**src/rtl/ls7404_arbiter_pkg.sv**
```systemverilog
// ls7404_arbiter shared types and sizes.
// Optional op counter: INV_ARB_COUNT_EN.
package ls7404_arbiter_pkg;

  typedef enum logic [1:0] {
    IDLE = 2'd0,
    EXEC = 2'd1,
    RESP = 2'd2
  } state_e;

  localparam int INV_W    = 6;
  localparam int CNT_W    = 16;
  localparam int NREQ_MAX = 8;

  // Saturating increment for the op counter.
  function automatic logic [CNT_W-1:0] sat_inc(
    input logic [CNT_W-1:0] v
  );
    return (v == '1) ? v : v + CNT_W'(1);
  endfunction

endpackage

```
**src/rtl/ls7404_arbiter_if.sv**
```systemverilog
// Requester-side bundle of the ls7404 arbiter.
// op_count present only with INV_ARB_COUNT_EN.
interface ls7404_arbiter_if
  import ls7404_arbiter_pkg::*;
#(
  parameter int NREQ = 4
) ();

  logic [NREQ-1:0]       req;
  logic [INV_W*NREQ-1:0] operand;
  logic [NREQ-1:0]       grant;
  logic [NREQ-1:0]       done;
  logic [INV_W-1:0]      result;
  logic                  busy;
`ifdef INV_ARB_COUNT_EN
  logic [CNT_W-1:0]      op_count;
`endif

`ifdef INV_ARB_COUNT_EN
  modport master (
    output req, operand,
    input  grant, done, result, busy, op_count
  );

  modport slave (
    input  req, operand,
    output grant, done, result, busy, op_count
  );
`else
  modport master (
    output req, operand,
    input  grant, done, result, busy
  );

  modport slave (
    input  req, operand,
    output grant, done, result, busy
  );
`endif

endinterface

```
**src/rtl/ls7404.sv**
```systemverilog
// ls7404 hex inverter chip model.
// Six independent NOT gates.
module ls7404 (
  input  logic [5:0] a,
  output logic [5:0] y
);

  assign y = ~a;

endmodule

```
**src/rtl/ls7404_rr_pick.sv**
```systemverilog
// Round-robin search: first req at or
// after ptr, wrapping modulo NREQ.
module ls7404_rr_pick #(
  parameter int NREQ = 4,
  parameter int PW   = 2
) (
  input  logic [NREQ-1:0] req_i,
  input  logic [PW-1:0]   ptr_i,
  output logic            found_o,
  output logic [PW-1:0]   idx_o
);

  logic [2*NREQ-1:0] dbl;
  logic [NREQ-1:0]   rot;
  logic [PW:0]       sum;

  // Rotate so bit 0 is the ptr slot.
  assign dbl = {req_i, req_i} >> ptr_i;
  assign rot = dbl[NREQ-1:0];

  assign found_o = |req_i;

  // Lowest rotated slot wins; map back.
  always_comb begin
    idx_o = '0;
    sum   = '0;
    for (int k = NREQ - 1; k >= 0; k--) begin
      if (rot[k]) begin
        sum = {1'b0, ptr_i} + (PW+1)'(k);
        if (sum >= (PW+1)'(NREQ))
          sum = sum - (PW+1)'(NREQ);
        idx_o = sum[PW-1:0];
      end
    end
  end

endmodule

```
**src/rtl/ls7404_arbiter.sv**
```systemverilog
// Round-robin sequencer sharing one ls7404.
// INV_ARB_COUNT_EN adds the op_count counter.
module ls7404_arbiter
  import ls7404_arbiter_pkg::*;
#(
  parameter int NREQ = 4
) (
  input logic            clk,
  input logic            rst,
  ls7404_arbiter_if.slave bus
);

  localparam int PW =
    (NREQ > 1) ? $clog2(NREQ) : 1;

  localparam logic [1:0] S_IDLE = 2'(IDLE);
  localparam logic [1:0] S_EXEC = 2'(EXEC);
  localparam logic [1:0] S_RESP = 2'(RESP);

  logic [1:0]       state_q, state_d;
  logic [NREQ-1:0]  grant_q, grant_d;
  logic [NREQ-1:0]  done_q, done_d;
  logic [INV_W-1:0] a_q, a_d;
  logic [INV_W-1:0] result_q, result_d;
  logic [PW-1:0]    ptr_q, ptr_d;
  logic [PW-1:0]    idx_q, idx_d;

  logic             pick_found;
  logic [PW-1:0]    pick_idx;
  logic [INV_W-1:0] inv_y;
  logic [INV_W-1:0] ops [NREQ];
  logic [PW-1:0]    idx_nxt;

  // Unpack the flat operand bus per lane.
  always_comb begin
    for (int i = 0; i < NREQ; i++)
      ops[i] = bus.operand[i*INV_W +: INV_W];
  end

  ls7404_rr_pick #(
    .NREQ (NREQ),
    .PW   (PW)
  ) u_pick (
    .req_i   (bus.req),
    .ptr_i   (ptr_q),
    .found_o (pick_found),
    .idx_o   (pick_idx)
  );

  ls7404 u_inv (
    .a (a_q),
    .y (inv_y)
  );

  // Pointer after the served lane; NREQ=1 stays 0.
  assign idx_nxt =
    (idx_q == PW'(NREQ - 1)) ? '0
                             : idx_q + PW'(1);

  // Next-state and datapath control.
  always_comb begin
    state_d  = state_q;
    grant_d  = grant_q;
    done_d   = done_q;
    a_d      = a_q;
    result_d = result_q;
    ptr_d    = ptr_q;
    idx_d    = idx_q;
    unique case (state_q)
      S_IDLE: begin
        if (pick_found) begin
          idx_d = pick_idx;
          a_d   = ops[pick_idx];
          for (int i = 0; i < NREQ; i++)
            grant_d[i] = (pick_idx == PW'(i));
          state_d = S_EXEC;
        end
      end
      S_EXEC: begin
        result_d = inv_y;
        done_d   = grant_q;
        state_d  = S_RESP;
      end
      S_RESP: begin
        done_d  = '0;
        grant_d = '0;
        ptr_d   = idx_nxt;
        state_d = S_IDLE;
      end
      default: begin
        state_d = S_IDLE;
        grant_d = '0;
        done_d  = '0;
      end
    endcase
  end

  // Sequencer state with synchronous reset.
  always_ff @(posedge clk) begin
    if (rst) begin
      state_q  <= S_IDLE;
      grant_q  <= '0;
      done_q   <= '0;
      a_q      <= '0;
      result_q <= '0;
      ptr_q    <= '0;
      idx_q    <= '0;
    end else begin
      state_q  <= state_d;
      grant_q  <= grant_d;
      done_q   <= done_d;
      a_q      <= a_d;
      result_q <= result_d;
      ptr_q    <= ptr_d;
      idx_q    <= idx_d;
    end
  end

  assign bus.grant  = grant_q;
  assign bus.done   = done_q;
  assign bus.result = result_q;
  assign bus.busy   = (state_q != S_IDLE);

`ifdef INV_ARB_COUNT_EN
  logic [CNT_W-1:0] cnt_q, cnt_d;

  // Count completions, saturating.
  always_comb begin
    cnt_d = cnt_q;
    if (state_q == S_EXEC)
      cnt_d = sat_inc(cnt_q);
  end

  // Completed-operation counter register.
  always_ff @(posedge clk) begin
    if (rst) cnt_q <= '0;
    else     cnt_q <= cnt_d;
  end

  assign bus.op_count = cnt_q;
`endif

  // Grant is one-hot; done only on granted lane.
  a_grant_oh : assert property (
    @(posedge clk) disable iff (rst)
    $onehot0(grant_q)
  );

  a_done_in_grant : assert property (
    @(posedge clk) disable iff (rst)
    (done_q & ~grant_q) == '0
  );

endmodule

```
**src/flat_wrapper.sv**
```systemverilog
// flat-port wrapper written by rule: the top's interface ports become plain ports
module ls7404_arbiter_flat import ls7404_arbiter_pkg::*;
#(
  parameter int NREQ = 4
)
  (clk, rst, bus_req, bus_operand, bus_grant, bus_done, bus_result, bus_busy);
  ls7404_arbiter_if #(.NREQ(NREQ)) bus_i ();
  input logic clk;
  input logic rst;
  input wire logic [$bits(bus_i.req)-1:0] bus_req;
  input wire logic [$bits(bus_i.operand)-1:0] bus_operand;
  output wire logic [$bits(bus_i.grant)-1:0] bus_grant;
  output wire logic [$bits(bus_i.done)-1:0] bus_done;
  output wire logic [$bits(bus_i.result)-1:0] bus_result;
  output wire logic [$bits(bus_i.busy)-1:0] bus_busy;
  assign bus_i.req = bus_req;
  assign bus_i.operand = bus_operand;
  assign bus_grant = bus_i.grant;
  assign bus_done = bus_i.done;
  assign bus_result = bus_i.result;
  assign bus_busy = bus_i.busy;
  ls7404_arbiter #(.NREQ(NREQ)) u_core (.clk(clk), .rst(rst), .bus(bus_i));
endmodule
```
**config.mk**
```make
export PLATFORM = sky130hd
export DESIGN_NAME = ls7404_arbiter_flat
export DESIGN_NICKNAME = d
export VERILOG_FILES = /design/src/rtl/ls7404_arbiter_pkg.sv /design/src/rtl/ls7404_arbiter_if.sv /design/src/rtl/ls7404.sv /design/src/rtl/ls7404_rr_pick.sv /design/src/rtl/ls7404_arbiter.sv /design/src/flat_wrapper.sv
export SDC_FILE = /design/constraint.sdc
export NUM_CORES = 1
export LEC_CHECK = 0
export BUFFER_PORTS_ARGS = -buffer_cell sky130_fd_sc_hd__buf_4
export CAP_MARGIN = 5
export CORE_ASPECT_RATIO = 1.25
export CORE_UTILIZATION = 40
export CTS_CLUSTER_DIAMETER = 30
export DETAILED_ROUTE_END_ITERATION = 8
export GPL_ROUTABILITY_DRIVEN = 1
export MAX_ROUTING_LAYER = met4
export PLACE_DENSITY = 0.79
export SLEW_MARGIN = 10
export SYNTH_ARGS = -nofsm -noshare
export SYNTH_HDL_FRONTEND = slang
export SYNTH_HIERARCHICAL = 1
export SYNTH_SLANG_ARGS = --single-unit
```
**constraint.sdc**
```tcl
create_clock -name clk -period 1.85 [get_ports clk]
set_clock_uncertainty 0.15 [all_clocks]
set_input_delay 0.37 -clock clk [delete_from_list [all_inputs] [get_ports clk]]
set_output_delay 0.37 -clock clk [all_outputs]
set_load 0.01 [all_outputs]
```
==> results_dict.tcl <==
set metrics [dict create \
    nets 201 \
    rrSetupSlack_ps 50 \
    p_leak_nw 0.768 \
    antenna_found_initial 0 \
    placedCellCount 201 \
    cp_cell_sequence "mux2i_1 -> a211oi_2 -> buf_6 -> mux4_2 -> nand2_1 -> a21oi_1" \
    syn_to_final_growth_pct 37.5 \
    reg2reg_depth 6 \
    synth_edf_count 0 \
    ys_ff_latch 26 \
    critical-path-max-stage-delay_ps 510 \
    drtPass1Iterations 4 \
    syn_nets 153 \
    drv_slew 0 \
    worst-setup-path-type "flop to flop" \
    clkSinkCount 26 \
    dieHeight_um 63.7 \
    clockBufferDepth 2 \
    drtIter0Drc 30 \
    ant_nets 0 \
    fin_cells 205 \
    p_per_area_mw_per_mm2 750 \
    async_reset_ff_share_pct 0 \
    syn_area_mm2 0.00122 \
    yosysSeqAreaShare_pct 42.7 \
    cp-start-kind "flop" \
    synth_warnings 6 \
    maxSlewHeadroom_pct 69.6 \
    cp_max_fo 7 \
    r2r-end "u_core/a_q[5]" \
    syn_area_per_cell_um2 9.99 \
    synth_cells 122 \
    total_power_mw 1.26 \
    totalWireLength_um 2590 \
    endpoint_kind "flop" \
    grt_pass1_vias 1044 \
    final_core_util_pct 57.4 \
    placed_cell_area_mm2 0.00163 \
    p_switching_uw 334 \
    p_comb_share_pct 26.9 \
    place_congestion 0.800 \
    via_count 1041 \
    drive_gt1_share_pct 42.0 \
    fmax_ghz 0.556 \
    tightest_slew_ps 454 \
    die_width_um 51.4 \
    min_period_ps 1800 \
    tns_ps 0 \
    cts_setup_buffers 0 \
    clk_pin_slew_ps 130 \
    seqPwrFrac_pct 51.2 \
    ys.flop_type "dfxtp_1" \
    status "completed" \
    core_mm2 0.00292 \
    viasPerCell 5.08 \
    initial_core_util_pct 41.8 \
    grt_overflow 0 \
    ys_types 28 \
    portBuffers 44 \
    startpoint "u_core/ptr_q[1]" \
    die-area_mm2 0.00327 \
    track_usage_pct 17.8 \
    tritoncts.num_buffers 3 \
    clockRootBuffer "clkbuf_4" \
    stdcell_area_mm2 0.00168 \
    min_path_type "input pin to flop" \
    internal_power_uw 923 \
    num_antenna_cells 0 \
    critPathSlowestCell "mux4_2" \
    post-route-period-util_pct 97.3 \
    rows 22 \
    p_clk_share_pct 21.9 \
    rsz0062_at_grt "true" \
    irDropWorstVdd_mv 0.475 \
    drv_cap 0 \
    arrival_ps 1860 \
    finalSetupViolCount 0 \
    critPathRequiredTime_ps 1910 \
    post_drt_wl_per_cell_um 12.6 \
    dpl.hpwl_um 2080 \
    pin_count 45 \
    clk_latency_ps 310 \
    htreeDepth 1 \
    hold_viol 0 \
    grt_pass1_wl_um 4340 \
    crit_end "u_core/a_q[5]" \
    cts_tree "yes" \
    grt_max_degree 16 \
    swShare_pct 26.5 \
    r2r_start "u_core/ptr_q[1]" \
    drc 0 \
]
==> kinds of logic (layout without fill, tap and decap cells) <==
| logic type | Yosys count | after routing | share of synthesized area (%) |
|---|---|---|---|
| and+or+nand+nor | 43 | 43 | 19.3 |
| DFF | 26 | 26 | 42.7 |
| AOI/OAI and AO/OA | 18 | 18 | 9.55 |
| muxes | 18 | 18 | 20.9 |
| buffers and inverters | 16 | 63 | 6.47 |
| adders and majority gates | 1 | 1 | 1.03 |
==> worst max-delay path: cells and delay by family, from the launching register on <==
family	cells	cell delay, ps
AOI/OAI and AO/OA	2	270
buffers and inverters	1	180
DFF	1	390
muxes	2	640
and+or+nand+nor	1	80
==> sequential cells by signal, summed over array words and instances, names as in the netlist <==
register,count
u_core/bus.done,4
u_core/idx_q,2
u_core/ptr_q,2
u_core/a_q,6
u_core/bus.result,6
u_core/bus.grant,4
u_core/state_q,2
==> synthesized netlist by cell type, types with 2 or more instances <==
| master | count | area [um^2] |
|---|---|---|
| a21oi_1 | 12 | 60.1 |
| nand2_1 | 18 | 67.6 |
| clkbuf_1 | 3 | 11.3 |
| inv_1 | 8 | 30.0 |
| nor2_1 | 8 | 30.0 |
| nor3_1 | 5 | 25.0 |
| buf_2 | 3 | 15.0 |
| dfxtp_1 | 26 | 521 |
| mux2i_1 | 12 | 120 |
| buf_6 | 2 | 22.5 |
| a22o_1 | 2 | 17.5 |
| a32o_2 | 2 | 22.5 |
| mux4_2 | 6 | 135 |
==> area by class of cell <==
type	instances	area [um^2]
repair buffers	51	412
inverters	8	30.0
clock buffers	4	36.3
fillers	248	1240
multi-input cells	80	627
well taps	36	45.0
flip-flops and latches	26	526
==> power groups by stage <==
| stage | clock [mW] | sequential, mW | combinational (mW) |
|---|---|---|---|
| after global placement | 0 | 0.655 | 0.329 |
| after global routing | 0.311 | 0.651 | 0.366 |
| after CTS | 0.289 | 0.645 | 0.340 |
| final | 0.276 | 0.643 | 0.338 |
| after floorplan | 0 | 0.652 | 0.194 |
| after detailed placement | 0 | 0.657 | 0.337 |
==> how the worst min path moves through the flow <==
| stage | startpoint | endpoint | slack, ps | cells after the start |
|---|---|---|---|---|
| 2_1_floorplan | u_core/a_q[0] | u_core/a_q[0] | 290 | 2 |
| 3_3_place_gp | u_core/a_q[2] | u_core/a_q[2] | 300 | 2 |
| 3_5_place_dp | u_core/a_q[1] | u_core/a_q[1] | 300 | 2 |
| 4_1_cts | rst | u_core/state_q[0] | 170 | 2 |
| 5_1_grt | rst | u_core/state_q[0] | 170 | 2 |
| 6_report | rst | u_core/state_q[0] | 180 | 2 |
==> per-layer routing <==
| layer | vias to the layer above | part of all wire (%) | GRT usage (%) |
|---|---|---|---|
| li1 | 519 | - | - |
| met1 | 490 | 42 | 19.5 |
| met2 | 28 | 53 | 29.9 |
| met3 | 4 | 3.1 | 2.17 |
| met4 | 0 | 2.0 | 10.5 |
| met5 | - | 0 | - |
==> cell usage in the layout, fill, tap and decap left out, drive strengths merged <==
cell type / instances
a211oi: 1
a21oi: 12
a22o: 2
a2bb2oi: 1
a32o: 2
buf: 51
clkbuf: 4
dfxtp: 26
ha: 1
inv: 8
mux2i: 12
mux4: 6
nand2: 18
nand2b: 1
nand3b: 1
nor2: 9
nor2b: 1
nor3: 6
nor3b: 2
or2: 1
or2b: 1
or3: 1
or3b: 1
or4: 1
==> per-stage QoR <==
stage | hold WS, ps | setup slack (ps)
after floorplan | 286 | 35.2
after global placement | 297 | -97.6
after detailed placement | 298 | -118
after CTS | 167 | 13.7
after global routing | 172 | -6.05
final | 183 | 50.4
==> timing repair <==
item                       CTS  global route
setup endpoints to repair    6             6
pin swaps                    0             1
hold buffers                 0             0
resized for setup            2             3
(Power assumes the default switching activity.)
